[src/rtl/alu_pkg.sv]
// Shared constants for the KGP-RISC execute-stage ALU: opcodes, control/flag bit indices
// and the shifter mode type. Shifter presence is controlled by the ALU_SHIFT_EN macro.
package alu_pkg;

  localparam logic [3:0] OP_ADD   = 4'b0000;
  localparam logic [3:0] OP_AND   = 4'b0001;
  localparam logic [3:0] OP_XOR   = 4'b0010;
  localparam logic [3:0] OP_SLL   = 4'b0011;
  localparam logic [3:0] OP_PASSB = 4'b0100;
  localparam logic [3:0] OP_OR    = 4'b0101;
  localparam logic [3:0] OP_SRL   = 4'b0110;
  localparam logic [3:0] OP_SRA   = 4'b1111;

  localparam int unsigned NEG_BIT = 4;

  localparam int unsigned FLAG_C = 2;
  localparam int unsigned FLAG_Z = 1;
  localparam int unsigned FLAG_S = 0;

  typedef enum logic [1:0] {
    SH_SLL = 2'd0,
    SH_SRL = 2'd1,
    SH_SRA = 2'd2
  } shift_mode_e;

endpackage

[src/rtl/alu_shifter.sv]
// Combinational 32-bit barrel shifter returning the shifted value and the last bit shifted out.
// Only instantiated when ALU_SHIFT_EN is defined.
module alu_shifter
  import alu_pkg::*;
(
  input  logic [31:0]  a_i,
  input  logic [4:0]   shamt_i,
  input  shift_mode_e  mode_i,
  output logic [31:0]  res_o,
  output logic         carry_o
);

  // A 33-bit window keeps the last bit shifted out; shift amount 0 leaves it at 0.
  always_comb begin
    res_o   = '0;
    carry_o = 1'b0;
    case (mode_i)
      SH_SLL:  {carry_o, res_o} = {1'b0, a_i} << shamt_i;
      SH_SRL:  {res_o, carry_o} = {a_i, 1'b0} >> shamt_i;
      SH_SRA:  {res_o, carry_o} = $signed({a_i, 1'b0}) >>> shamt_i;
      default: begin
        res_o   = '0;
        carry_o = 1'b0;
      end
    endcase
  end

endmodule

[src/rtl/alu.sv]
// 32-bit ALU with registered result and {carry, zero, sign} flags.
// Shift operations are built only when ALU_SHIFT_EN is defined.
module alu
  import alu_pkg::*;
(
  input  logic        clka,
  input  logic        rst,
  input  logic [31:0] A,
  input  logic [31:0] B,
  input  logic [4:0]  ALU_C,
  output logic [31:0] res,
  output logic [2:0]  flags
);

  logic [3:0]  op;
  logic        neg;
  logic [31:0] b_inv;
  logic [31:0] bx;
  logic [32:0] sum;
  logic [31:0] res_d, res_q;
  logic [2:0]  flags_d, flags_q;
  logic        carry_d;
  logic        valid_d;
  logic [31:0] sh_res;
  logic        sh_carry;

  assign op    = ALU_C[3:0];
  assign neg   = ALU_C[NEG_BIT];
  assign b_inv = neg ? ~B : B;
  assign bx    = b_inv + {31'd0, neg};

  // Carry-in is added in the 33-bit domain so SUB with B = 0 reports carry (no borrow).
  assign sum = {1'b0, A} + {1'b0, b_inv} + {32'd0, neg};

`ifdef ALU_SHIFT_EN
  shift_mode_e sh_mode;

  always_comb begin
    sh_mode = SH_SRA;
    if (op == OP_SLL)      sh_mode = SH_SLL;
    else if (op == OP_SRL) sh_mode = SH_SRL;
  end

  alu_shifter u_shifter (
    .a_i     (A),
    .shamt_i (B[4:0]),
    .mode_i  (sh_mode),
    .res_o   (sh_res),
    .carry_o (sh_carry)
  );
`else
  assign sh_res   = '0;
  assign sh_carry = 1'b0;
`endif

  always_comb begin
    res_d   = '0;
    carry_d = 1'b0;
    valid_d = 1'b1;
    case (op)
      OP_ADD:   {carry_d, res_d} = sum;
      OP_AND:   res_d = A & bx;
      OP_XOR:   res_d = A ^ bx;
      OP_PASSB: res_d = bx;
      OP_OR:    res_d = A | bx;
`ifdef ALU_SHIFT_EN
      OP_SLL, OP_SRL, OP_SRA: begin
        res_d   = sh_res;
        carry_d = sh_carry;
      end
`endif
      default:  valid_d = 1'b0;
    endcase
  end

  always_comb begin
    flags_d = '0;
    if (valid_d) begin
      flags_d[FLAG_C] = carry_d;
      flags_d[FLAG_Z] = (res_d == '0);
      flags_d[FLAG_S] = res_d[31];
    end
  end

  always_ff @(posedge clka or posedge rst) begin
    if (rst) begin
      res_q   <= '0;
      flags_q <= '0;
    end else begin
      res_q   <= res_d;
      flags_q <= flags_d;
    end
  end

  assign res   = res_q;
  assign flags = flags_q;

endmodule

[config.mk]
export PLATFORM = sky130hd
export DESIGN_NAME = alu
export DESIGN_NICKNAME = d
export VERILOG_FILES = /design/src/rtl/alu_pkg.sv /design/src/rtl/alu_shifter.sv /design/src/rtl/alu.sv
export SDC_FILE = /design/constraint.sdc
export NUM_CORES = 1
export LEC_CHECK = 0
export BUFFER_PORTS_ARGS = -buffer_cell sky130_fd_sc_hd__buf_2
export CORE_MARGIN = 2
export CORE_UTILIZATION = 55
export CTS_CLUSTER_DIAMETER = 150
export DETAILED_ROUTE_END_ITERATION = 16
export MAX_ROUTING_LAYER = met4
export PLACE_DENSITY = 0.81
export REMOVE_ABC_BUFFERS = 1
export SKIP_LAST_GASP = 1
export SLEW_MARGIN = 0
export SYNTH_ARGS = -nofsm -noshare
export SYNTH_HDL_FRONTEND = slang
export SYNTH_SLANG_ARGS = --single-unit
[constraint.sdc]
create_clock -name clka -period 1.1 [get_ports clka]
set_input_delay 0.055 -clock clka [delete_from_list [all_inputs] [get_ports clka]]
set_output_delay 0.055 -clock clka [all_outputs]
set_load 0.02 [all_outputs]
==> qor.yml, run 1 <==
status:
  status: "aborted with a tool error"
  haltStage: "global routing (5_1_grt)"
  toolErrorMsg: "[ERROR GRT-0116] Global routing finished with congestion. Check the congestion regions in the DRC Viewer."
cts:
  clock_sinks: 35
  htreeDepth: 2
  root_buffer: "clkbuf_16"
  cts_buffers: 5
  clk_path_buf_depth: 2
global_routing:
  grt_max_degree: 36
  gr-total-overflow: 16
  first_global_vias: 11200
  grt_pass1_wl_um: 64000
  grtUsageTotal: 0.689
synth:
  ys_ff_latch: 35
  netlist_instances: 803
  synth_cell_types: 77
  yosysTopAreaCell: "ha_1"
  synth.area.top_cells: "ha_1 21%, dfrtp_1 14%, xor2_1 6.7%"
  synth_area_mm2: 0.00628
  synthArstFlopShare: 1.00
  yosysMostFrequentCell: "ha_1"
  synth.avg_cell_area_um2: 7.82
  yosys-top-cells-count: "104 x ha_1, 91 x inv_1, 60 x a21oi_1, 48 x nand2_1, 48 x xor2_1"
  yosysSeqAreaShare: 0.139
  synth_edf_count: 0
  synth.top_cell.area_share: 0.207
  synthFlopType: "dfrtp_1"
  yosys_warnings: 0
die:
  initial_utilization: 0.557
  die_h_um: 111
  num_rows: 39
  io_pins: 106
  die_w_um: 111
placement:
  place_hpwl_um: 20500
  dp.cells: 1327
  place.gp.congestion: 1.07
  placed_area_mm2: 0.00922
  port_buffers: 105
==> timing repair <==
| action | 4_1_cts |
|---|---|
| pin swaps | 81 |
| cloned | 2 |
| endpoints found under the setup margin | 35 |
| buffers inserted | 51 |
| resized for setup | 190 |
| hold buffers | 1 |
| hold endpoints to repair | 35 |
==> layer usage <==
layer  track usage  GRT overflow
met1         0.680             0
met2         0.905             7
met3         0.430             0
met4         0.668             9
met5             -             -
==> stage by stage <==
step | setup WS [ns] | setup TNS (ns)
4_1_cts | -2.70 | -52.06
3_5_place_dp | -3.33 | -69.28
3_3_place_gp | -3.08 | -64.55
2_1_floorplan | -2.87 | -49.44
==> kinds of logic after synthesis <==
group	count (synthesis)	synth area share
flip-flops	35	0.139
XOR/XNOR	82	0.120
buffers and inverters	135	0.0858
AO/OA/AOI/OAI	234	0.250
AND/OR/NAND/NOR	202	0.178
adder cells (fa/ha/maj)	105	0.210
multiplexers	10	0.0163
==> run 2: changes to the inputs <==
--- a/config.mk
+++ b/config.mk
@@ -7,11 +7,9 @@
 export LEC_CHECK = 0
 export BUFFER_PORTS_ARGS = -buffer_cell sky130_fd_sc_hd__buf_2
 export CORE_MARGIN = 2
-export CORE_UTILIZATION = 55
-export CTS_CLUSTER_DIAMETER = 150
+export CORE_UTILIZATION = 40
 export DETAILED_ROUTE_END_ITERATION = 16
-export MAX_ROUTING_LAYER = met4
-export PLACE_DENSITY = 0.81
+export PLACE_DENSITY_LB_ADDON = 0.15
 export REMOVE_ABC_BUFFERS = 1
 export SKIP_LAST_GASP = 1
 export SLEW_MARGIN = 0
==> run 2 against run 1 <==
The flow now finishes, with violations (negative setup slack). Synthesized area did not move. Synthesized cell count stayed put.
==> qor.yml, run 2 <==
route:
  drt-wirelength-per-cell_um: 18.1
  postRouteAntennaNets: 0
  drt_iter0_markers: 567
  vias: 7981
  via_per_inst: 5.39
  detail_route.wirelength_um: 26900
  drc_errors: 0
  drtPass1Iterations: 5
synth:
  yosys_warnings: 0  # unchanged
  ys_ff_latch: 35  # unchanged
  yosysMostFrequentCell: "ha_1"
  synthArstFlopShare: 1.00  # unchanged
  netlist_instances: 803  # unchanged
  synth.top_cell.area_share: 0.207  # unchanged
  yosysSeqAreaShare: 0.139  # unchanged
  synth_edf_count: 0  # unchanged
  synthFlopType: "dfrtp_1"
  synth_cell_types: 77  # unchanged
  synth.avg_cell_area_um2: 7.82  # unchanged
  synth.area.top_cells: "ha_1 21%, dfrtp_1 14%, xor2_1 6.7%"
  yosysTopAreaCell: "ha_1"
  yosys-top-cells-count: "104 x ha_1, 91 x inv_1, 60 x a21oi_1, 48 x nand2_1, 48 x xor2_1"
  synth_area_mm2: 0.00628  # unchanged
global_routing:
  use_met1: 0.405
  gr-total-overflow: 0
  grt_max_degree: 36
  grt_util_met3: 0.0351
  top_usage_layer: "met2"
  antenna_found_initial: 0
  grtUsageTotal: 0.300
  first_global_vias: 7584
  grt_pass1_wl_um: 38900
  met2_usage: 0.506
die:
  die_w_um: 129  # +17%
  coreArea_mm2: 0.0153
  io_pins: 106  # unchanged
  die_h_um: 129  # +17%
  dieArea_mm2: 0.0167
  initial_utilization: 0.412  # -0.146
  num_rows: 45  # +15%
pwr:
  ir_worst_vdd_mv: 0.617
  p_per_area_mw_per_mm2: 833
  power_uw: 9500
  power.leakage_uw: 0.00577
finish:
  drive_gt1_frac: 0.542
  fin_nets: 1446
  largest_reg_flops: 32
  fillers: 1119
  finish.utilization: 0.747
  syn_to_final_growth_pct: 81.5
  layout_commonest_cell: "buf_4"
  regArea_um2: 876
  multiInputGateArea_mm2: 0.00598
  antennaDiodeCount: 0
  final_cell_area_mm2: 0.0114
  layout_common_cells: "365 x buf_4, 101 x buf_2, 85 x inv_1, 84 x ha_1, 45 x a21oi_1"
worst_hold_path:
  hp-start: "ALU_C[1]"
  hp-class: "input port to register"
  whs_path_depth: 3
  min_to: "res[1]"
status:
  violations: "negative setup slack"
  status: "complete, but fails checks"
placement:
  place.gp.congestion: 1.01  # -5.6%
  place_hpwl_um: 18900  # -7.8%
  port_buffers: 105  # unchanged
  placed_area_mm2: 0.00946  # +2.6%
sta:
  max_freq_ghz: 0.263
  fin_ws_ns: -2.71
  slew_violations: 0
  tightest_slew_ns: 0.458
  maxSlewHeadroom: 0.692
  hold_viol: 0
  final.setup.tns_ns: -51.70
  period_share: 3.46
  fin_crit_ns: 3.81
  finalSetupViolCount: 35
  rsz0062_at_grt: "yes"
cts:
  cts_buffers: 5  # unchanged
  root_buffer: "clkbuf_16"
  htreeDepth: 2  # unchanged
  clk_pin_slew_ns: 0.06
  cts_tree: "yes"
  clock_sinks: 35  # unchanged
  clk_path_buf_depth: 2  # unchanged
worst_setup_path:
  endpoint_kind: "register"
  path_class: "input port to register"
  worstPathMaxFanout: 7
  cp.required_ns: 1.29
  startpoint_type: "input port"
  arrival_ns: 4.00
job:
  drv_cap: 0
-- run 2: power breakdown --
part	leakage [uW]	switching [uW]	internal (uW)
clock	0.0000669	566	836
sequential	0.000468	26.3	1410
combinational	0.00523	3280	3390
-- run 2: routing by layer --
layer | wire length (um) | vias up
met3 | 1680 | 73
li1 | - | 3813
met5 | 0 | -
met1 | 11500 | 3766
met4 | 841 | 0
met2 | 12900 | 329
-- run 2: timing repair --
| action | 4_1_cts | 5_1_grt |
|---|---|---|
| gates resized for setup | 145 | 118 |
| hold buffers | 1 | 0 |
| pin swaps | 82 | 88 |
| cloned | 3 | 0 |
| setup buffers | 46 | 38 |
| endpoints found under the hold margin | 35 | 0 |
| endpoints found under the setup margin | 35 | 35 |
-- run 2: per-stage QoR --
step	std cells	hold slack (ns)	worst slack [ns]
finish	1482	0.165	-2.71
global route	1482	0.200	-2.83
CTS	1461	0.168	-2.60
detailed placement	1415	0.121	-3.37
global placement	1415	0.121	-3.25
floorplan	759	0.151	-2.87
-- run 2: cells by family after synthesis --
| family | after synthesis | share of synthesized area |
|---|---|---|
| xor+xnor | 82 | 0.120 |
| flops | 35 | 0.139 |
| compound gates | 234 | 0.250 |
| simple gates | 202 | 0.178 |
| mux | 10 | 0.0163 |
| fa+ha+maj | 105 | 0.210 |
| buf+inv | 135 | 0.0858 |
-- run 2: worst max-delay path by stage --
stage          startpoint  slack (ns)  cells after the start  endpoint
2_1_floorplan       B[10]       -2.87                     14  flags[1]
3_3_place_gp     ALU_C[4]       -3.25                     16  flags[1]
3_5_place_dp     ALU_C[4]       -3.37                     16  flags[1]
4_1_cts              B[8]       -2.60                     16  flags[1]
5_1_grt          ALU_C[4]       -2.83                     18  flags[1]
6_report         ALU_C[4]       -2.71                     16  flags[1]
-- run 2: area by class of cell --
cell class	instances	share of cell area
clock buffer	6	0.0113
inverter	91	0.0300
timing repair buffer	504	0.333
clock inverter	2	0.00110
sequential	35	0.0768
tap	211	0.0232
multi-input combinational	633	0.525
-- run 2: worst max-delay path, cell delays in order --
cell and delay (ns):
buf_16 0.13, buf_6 0.13, buf_6 0.12, xor2_2 0.18, ha_4 0.32, buf_6 0.11, nand2b_4 0.07, a211oi_4 0.30
o21ai_4 0.09, xnor2_1 0.14, a221o_1 0.35, or4_1 0.52, or4_4 0.51, a2111oi_4 0.23, or4b_4 0.53, nor4_4 0.20
No activity file was read; power rests on OpenSTA's default activity.
==> run 3: changes to the inputs <==
==> constraint.sdc (replaced) <==
create_clock -name clka -period 3.2 [get_ports clka]
set_input_delay 0.16 -clock clka [delete_from_list [all_inputs] [get_ports clka]]
set_output_delay 0.16 -clock clka [all_outputs]
set_load 0.005 [all_outputs]
==> run 3 against run 2 <==
The run still ends with negative setup slack left. Sequential power down 66%. Via count down 7.0%. Die area unchanged. Worst setup slack better by 1.9 ns. Final cell count down 4.5%. Wire length down 12%. Total power down 70%. Count of clock-buffer cells in the layout unchanged. Critical endpoint unchanged.
==> qor.yml, run 3 (synthesis results as in run 2) <==
status:
  status: "complete, but fails checks"
  violations: "negative setup slack"
die:
  die_w_um: 129  # unchanged
  coreArea_mm2: 0.0153  # unchanged
  num_rows: 45  # unchanged
  io_pins: 106  # unchanged
  die_h_um: 129  # unchanged
  initial_utilization: 0.412  # unchanged
  dieArea_mm2: 0.0167  # unchanged
pwr:
  power.leakage_uw: 0.00524  # -9.2%
  p_per_area_mw_per_mm2: 283  # -66%
  ir_worst_vdd_mv: 0.167  # -73%
worst_setup_path:
  worstPathMaxFanout: 3  # -4
  path_class: "input port to register"
  endpoint_kind: "register"
  startpoint_type: "input port"
  cp.required_ns: 3.39  # +2.10 ns
  arrival_ns: 4.15  # +0.15 ns
placement:
  post-place-ws_ns: -1.42  # +1.95 ns
  place_hpwl_um: 18900  # -0.13%
  port_buffers: 105  # unchanged
  place.gp.congestion: 0.945  # -6.1%
  dp.cells: 1389  # -1.8%
sta:
  slew_violations: 0  # unchanged
  maxSlewHeadroom: 0.608  # -0.0839
  tightest_slew_ns: 0.582  # +0.124 ns
  fin_ws_ns: -0.759  # +1.95 ns
  final.setup.tns_ns: -0.815  # +50.88 ns
  fin_crit_ns: 3.96
  hold_viol: 0  # unchanged
  period_share: 1.24
  finalSetupViolCount: 2  # -94%
  max_freq_ghz: 0.253
  rsz0062_at_grt: "yes"
route:
  drtPass1Iterations: 5  # unchanged
  via_per_inst: 5.24  # -2.6%
  drt_iter0_markers: 474  # -16%
  drc_errors: 0  # unchanged
  postRouteAntennaNets: 0  # unchanged
  drt-wirelength-per-cell_um: 16.7  # -8.0%
  detail_route.wirelength_um: 23600  # -12%
  vias: 7426  # -7.0%
cts:
  htreeDepth: 2  # unchanged
  clock_sinks: 35  # unchanged
  root_buffer: "clkbuf_16"
  cts_tree: "yes"
  clk_pin_slew_ns: 0.05  # about the same
  cts_buffers: 5  # unchanged
  clk_path_buf_depth: 2  # unchanged
finish:
  layout_commonest_cell: "buf_4"
  antennaDiodeCount: 0  # unchanged
  fillers: 1352  # +21%
  multiInputGateArea_mm2: 0.00528  # -12%
  drive_gt1_frac: 0.430  # -0.112
  regArea_um2: 876  # unchanged
  stdcell_count: 1416  # -4.5%
  layout_common_cells: "320 x buf_4, 103 x buf_2, 99 x ha_1, 91 x inv_1, 57 x a21oi_1"
  largest_reg_flops: 32  # unchanged
  fin_nets: 1380  # -4.6%
  syn_to_final_growth_pct: 59.8
global_routing:
  grtUsageTotal: 0.276  # -0.0238
  gr-total-overflow: 0  # unchanged
  antenna_found_initial: 0  # unchanged
  grt_pass1_wl_um: 36100  # -7.0%
  first_global_vias: 7047  # -7.1%
  grt_max_degree: 36  # unchanged
job:
  drv_cap: 0  # unchanged
worst_hold_path:
  hp-class: "input port to register"
-- run 3: what timing repair did --
item                                   in CTS  in global routing
hold buffers                                1                  0
cloned                                      1                  0
setup endpoints to repair                  13                 14
pin swaps                                  15                 38
resized for setup                          32                 59
buffers inserted                            8                 12
endpoints found under the hold margin       9                  0
-- run 3: final cells by class --
| type | count | share of cell area |
|---|---|---|
| sequential | 35 | 0.0872 |
| timing repair buffer | 438 | 0.313 |
| clock inverter | 2 | 0.00125 |
| clock buffer | 6 | 0.0128 |
| inverter | 91 | 0.0340 |
| tap | 211 | 0.0263 |
| multi-input combinational | 633 | 0.526 |
-- run 3: layer usage --
metal,global-route usage,part of all wire,wire length (um)
met4,0.0665,0.018,426
met1,0.380,0.47,11000
met5,0,0,0
met2,0.463,0.46,11000
met3,0.0314,0.053,1260
-- run 3: worst paths after layout --
| check | from | endpoint | slack [ns] | depth (start not counted) |
|---|---|---|---|---|
| max | B[8] | flags[1] | -0.76 | 15 |
| min | ALU_C[1] | res[1] | 0.26 | 3 |
| max in group asynchronous | rst | res[9] | 2.34 | 4 |
| min in group asynchronous | rst | res[3] | 0.53 | 4 |
-- run 3: power by group --
part           total [uW]  internal, uW  switching, uW
Clock                 478           287            191
Sequential            492           483           8.89
Combinational        1870           959            914
-- run 3: per-stage QoR --
step | total power [uW] | hold WS (ns) | utilization | instance area (um2)
after global routing | 3040 | 0.271 | 0.658 | 10000
after detailed placement | 2200 | 0.300 | 0.606 | 9250
after floorplan | 1280 | 0.256 | - | 6080
after CTS | 2740 | 0.254 | 0.634 | 9670
after global placement | 2180 | 0.289 | 0.606 | 9250
final | 2840 | 0.256 | 0.658 | 10000
-- run 3: worst max-delay path: stages --
cell,delay (ns)
buf_6,0.09
or4b_4,0.53
o22a_1,0.22
or3_4,0.42
nor4_4,0.28
buf_4,0.18
nand2_1,0.09
xor2_2,0.22
ha_1,0.27
a22oi_1,0.20
o22a_1,0.18
o221ai_2,0.09
or4_1,0.48
or4b_4,0.53
nor4_2,0.22
==> run 4: changes to the inputs <==
--- a/config.mk
+++ b/config.mk
@@ -6,6 +6,7 @@
 export NUM_CORES = 1
 export LEC_CHECK = 0
 export BUFFER_PORTS_ARGS = -buffer_cell sky130_fd_sc_hd__buf_2
+export CORE_ASPECT_RATIO = 0.9
 export CORE_MARGIN = 2
 export CORE_UTILIZATION = 40
 export DETAILED_ROUTE_END_ITERATION = 16
@@ -15,4 +16,5 @@
 export SLEW_MARGIN = 0
 export SYNTH_ARGS = -nofsm -noshare
 export SYNTH_HDL_FRONTEND = slang
+export SYNTH_HIERARCHICAL = 1
 export SYNTH_SLANG_ARGS = --single-unit
==> run 4 against run 3 <==
The flow still finishes with violations (negative setup slack). First-iteration DRC count is 33% higher. Combinational power barely moved. Total power is 2.6% higher. Hold slack got worse by 0.064 ns. Wire length decreased by 0.15%. Flip-flop and latch count unchanged. Synthesized cell count unchanged. Via count down 0.11%. Clock power increased by 21%. Critical path type unchanged. Critical endpoint unchanged.
==> qor.yml, run 4 <==
worst_hold_path:
  hp-class: "input port to register"
  hp-start: "ALU_C[3]"
  whs_path_depth: 2  # -1
  min_to: "res[1]"
synth:
  synthFlopType: "dfrtp_1"
  yosysTopAreaCell: "ha_1"
  yosysSeqAreaShare: 0.139  # unchanged
  synth.avg_cell_area_um2: 7.82  # unchanged
  yosys-top-cells-count: "104 x ha_1, 91 x inv_1, 60 x a21oi_1, 48 x nand2_1, 48 x xor2_1"
  synth.top_cell.area_share: 0.207  # unchanged
  synth_cell_types: 77  # unchanged
  yosysMostFrequentCell: "ha_1"
  synth_edf_count: 0  # unchanged
  yosys_warnings: 6  # +6
  ys_ff_latch: 35  # unchanged
  synth.area.top_cells: "ha_1 21%, dfrtp_1 14%, xor2_1 6.7%"
  netlist_instances: 803  # unchanged
  synth_area_mm2: 0.00628  # unchanged
  synthArstFlopShare: 1.00  # unchanged
placement:
  dp.cells: 1375  # -1.0%
  place.gp.congestion: 0.987  # +4.4%
  port_buffers: 105  # unchanged
  place_hpwl_um: 19000  # +0.69%
die:
  coreArea_mm2: 0.0154  # +0.84%
  dieArea_mm2: 0.0167  # about the same
  initial_utilization: 0.408  # -0.00345
  die_w_um: 136  # +5.2%
  io_pins: 106  # unchanged
  die_h_um: 123  # -5.0%
  num_rows: 43  # -4.4%
route:
  drt-wirelength-per-cell_um: 16.9  # +1.4%
  drtPass1Iterations: 5  # unchanged
  detail_route.wirelength_um: 23600  # -0.15%
  vias: 7418  # -0.11%
  via_per_inst: 5.32  # +1.4%
  drc_errors: 0  # unchanged
  drt_iter0_markers: 629  # +33%
  postRouteAntennaNets: 0  # unchanged
finish:
  finish.utilization: 0.638  # -0.0201
  layout_common_cells: "309 x buf_4, 103 x buf_2, 102 x ha_1, 89 x inv_1, 56 x a21oi_1"
  fillers: 1343  # -0.67%
  fin_nets: 1368  # -0.87%
  largest_reg_flops: 32  # unchanged
  stdcell_count: 1395  # -1.5%
  drive_gt1_frac: 0.416  # -0.0141
  syn_to_final_growth_pct: 56.3
  layout_commonest_cell: "buf_4"
  antennaDiodeCount: 0  # unchanged
global_routing:
  gr-total-overflow: 0  # unchanged
  first_global_vias: 6778  # -3.8%
  grt_max_degree: 36  # unchanged
  grt_pass1_wl_um: 36000  # -0.46%
  grtUsageTotal: 0.278  # +0.00187
  antenna_found_initial: 0  # unchanged
sta:
  hold_viol: 0  # unchanged
  holdWs_ns: 0.192  # -0.0641 ns
  fin_crit_ns: 3.92  # -0.0372 ns
  maxSlewHeadroom: 0.592  # -0.0161
  tightest_slew_ns: 0.606  # +0.0240 ns
  finalSetupViolCount: 5  # +3
  period_share: 1.23  # -0.0116
  slew_violations: 0  # unchanged
  max_freq_ghz: 0.255  # +0.95%
  fin_ws_ns: -0.722  # +0.0372 ns
  rsz0062_at_grt: "yes"
pwr:
  ir_worst_vdd_mv: 0.265  # +59%
  power.leakage_uw: 0.00514  # -1.8%
  p_per_area_mw_per_mm2: 297  # +4.9%
job:
  drv_cap: 0  # unchanged
cts:
  htreeDepth: 2  # unchanged
  root_buffer: "clkbuf_16"
  cts_tree: "yes"
  cts_buffers: 5  # unchanged
  clk_path_buf_depth: 2  # unchanged
  clk_pin_slew_ns: 0.07  # +0.02 ns
  clock_sinks: 35  # unchanged
status:
  status: "complete, but fails checks"
  violations: "negative setup slack"
worst_setup_path:
  startpoint_type: "input port"
  crit_start: "ALU_C[4]"
  path_class: "input port to register"
  crit_top_cell: "or4b_4"
  endpoint_kind: "register"
  worst_path_largest_cell_delay_ns: 0.50  # -0.03 ns
  crit_chain: "bufbuf_16 -> or4b_4 -> o22a_1 -> or3_4 -> nor4_4 -> buf_4 -> nand2_2 -> xnor2_2 -> inv_1 -> ha_1 -> a22oi_2 -> o21ai_1 -> a221o_1 -> or4_1 -> or4b_4 -> nor4_2"
  cp_top_family: "simple AND/OR/NAND/NOR gates"
  worstPathMaxFanout: 5  # +2
  arrival_ns: 4.13  # -0.02 ns
  cp.required_ns: 3.41  # +0.02 ns
  timing.critical_path.buf_inv: 3  # +1
  crit_slowest_cell: "or4_1"
run 4: cell type report:
type                            count  area, um2  area share
Multi-Input combinational cell    633       5150       0.524
Clock inverter                      3       43.8     0.00446
Inverter                           91        342      0.0348
Sequential cell                    35        876      0.0892
Clock buffer                        5        125      0.0127
Tap cell                          202        253      0.0257
Timing Repair Buffer              426       3030       0.309
run 4: timing repair:
item,CTS,global route
endpoints found under the setup margin,11,13
pin swaps,18,19
hold endpoints to repair,9,0
gates resized for setup,39,27
cloned,1,0
hold buffers,1,0
setup buffers,8,4
run 4: power breakdown:
part	switching, uW	total, uW	leakage [uW]	internal (uW)
Combinational	901	1840	0.00459	942
Clock	213	580	0.0000838	368
Sequential	9.95	493	0.000468	483
Total	1120	2920	0.00514	1790
run 4: routing by layer:
layer	routed length, um	global-route usage	vias to the layer above	share of wire
met5	0	0	-	0
li1	-	-	3669	-
met3	1410	0.0168	16	0.060
met2	10800	0.461	253	0.46
met1	11300	0.408	3480	0.48
met4	172	0.0345	0	0.0073
run 4: stage by stage:
stage	total power, uW	TNS [ns]	worst slack [ns]	area [um2]
after floorplan	1280	-0.870	-0.870	6080
after detailed placement	2210	-6.71	-1.28	9200
after global placement	2200	-6.38	-1.16	9200
final	2920	-1.19	-0.722	9820
after CTS	2860	-1.07	-0.707	9670
after global routing	3100	-1.75	-0.866	9820
run 4: logic make-up (layout without fill, tap and decap cells):
family,after synthesis,count (layout),synth area share
xor gates and xnor gates,82,82,0.120
AOI/OAI and AO/OA,234,234,0.250
and+or+nand+nor,202,202,0.178
DFF,35,35,0.139
buffers and inverters,135,525,0.0858
adders and majority gates,105,105,0.210
muxes,10,10,0.0163
run 4: worst max-delay path by stage:
stage	slack [ns]	depth (start not counted)	endpoint
floorplan	-0.87	14	flags[1]
global placement	-1.16	15	flags[1]
detailed placement	-1.28	16	flags[1]
CTS	-0.71	16	flags[1]
global route	-0.87	16	flags[1]
finish	-0.72	16	flags[1]
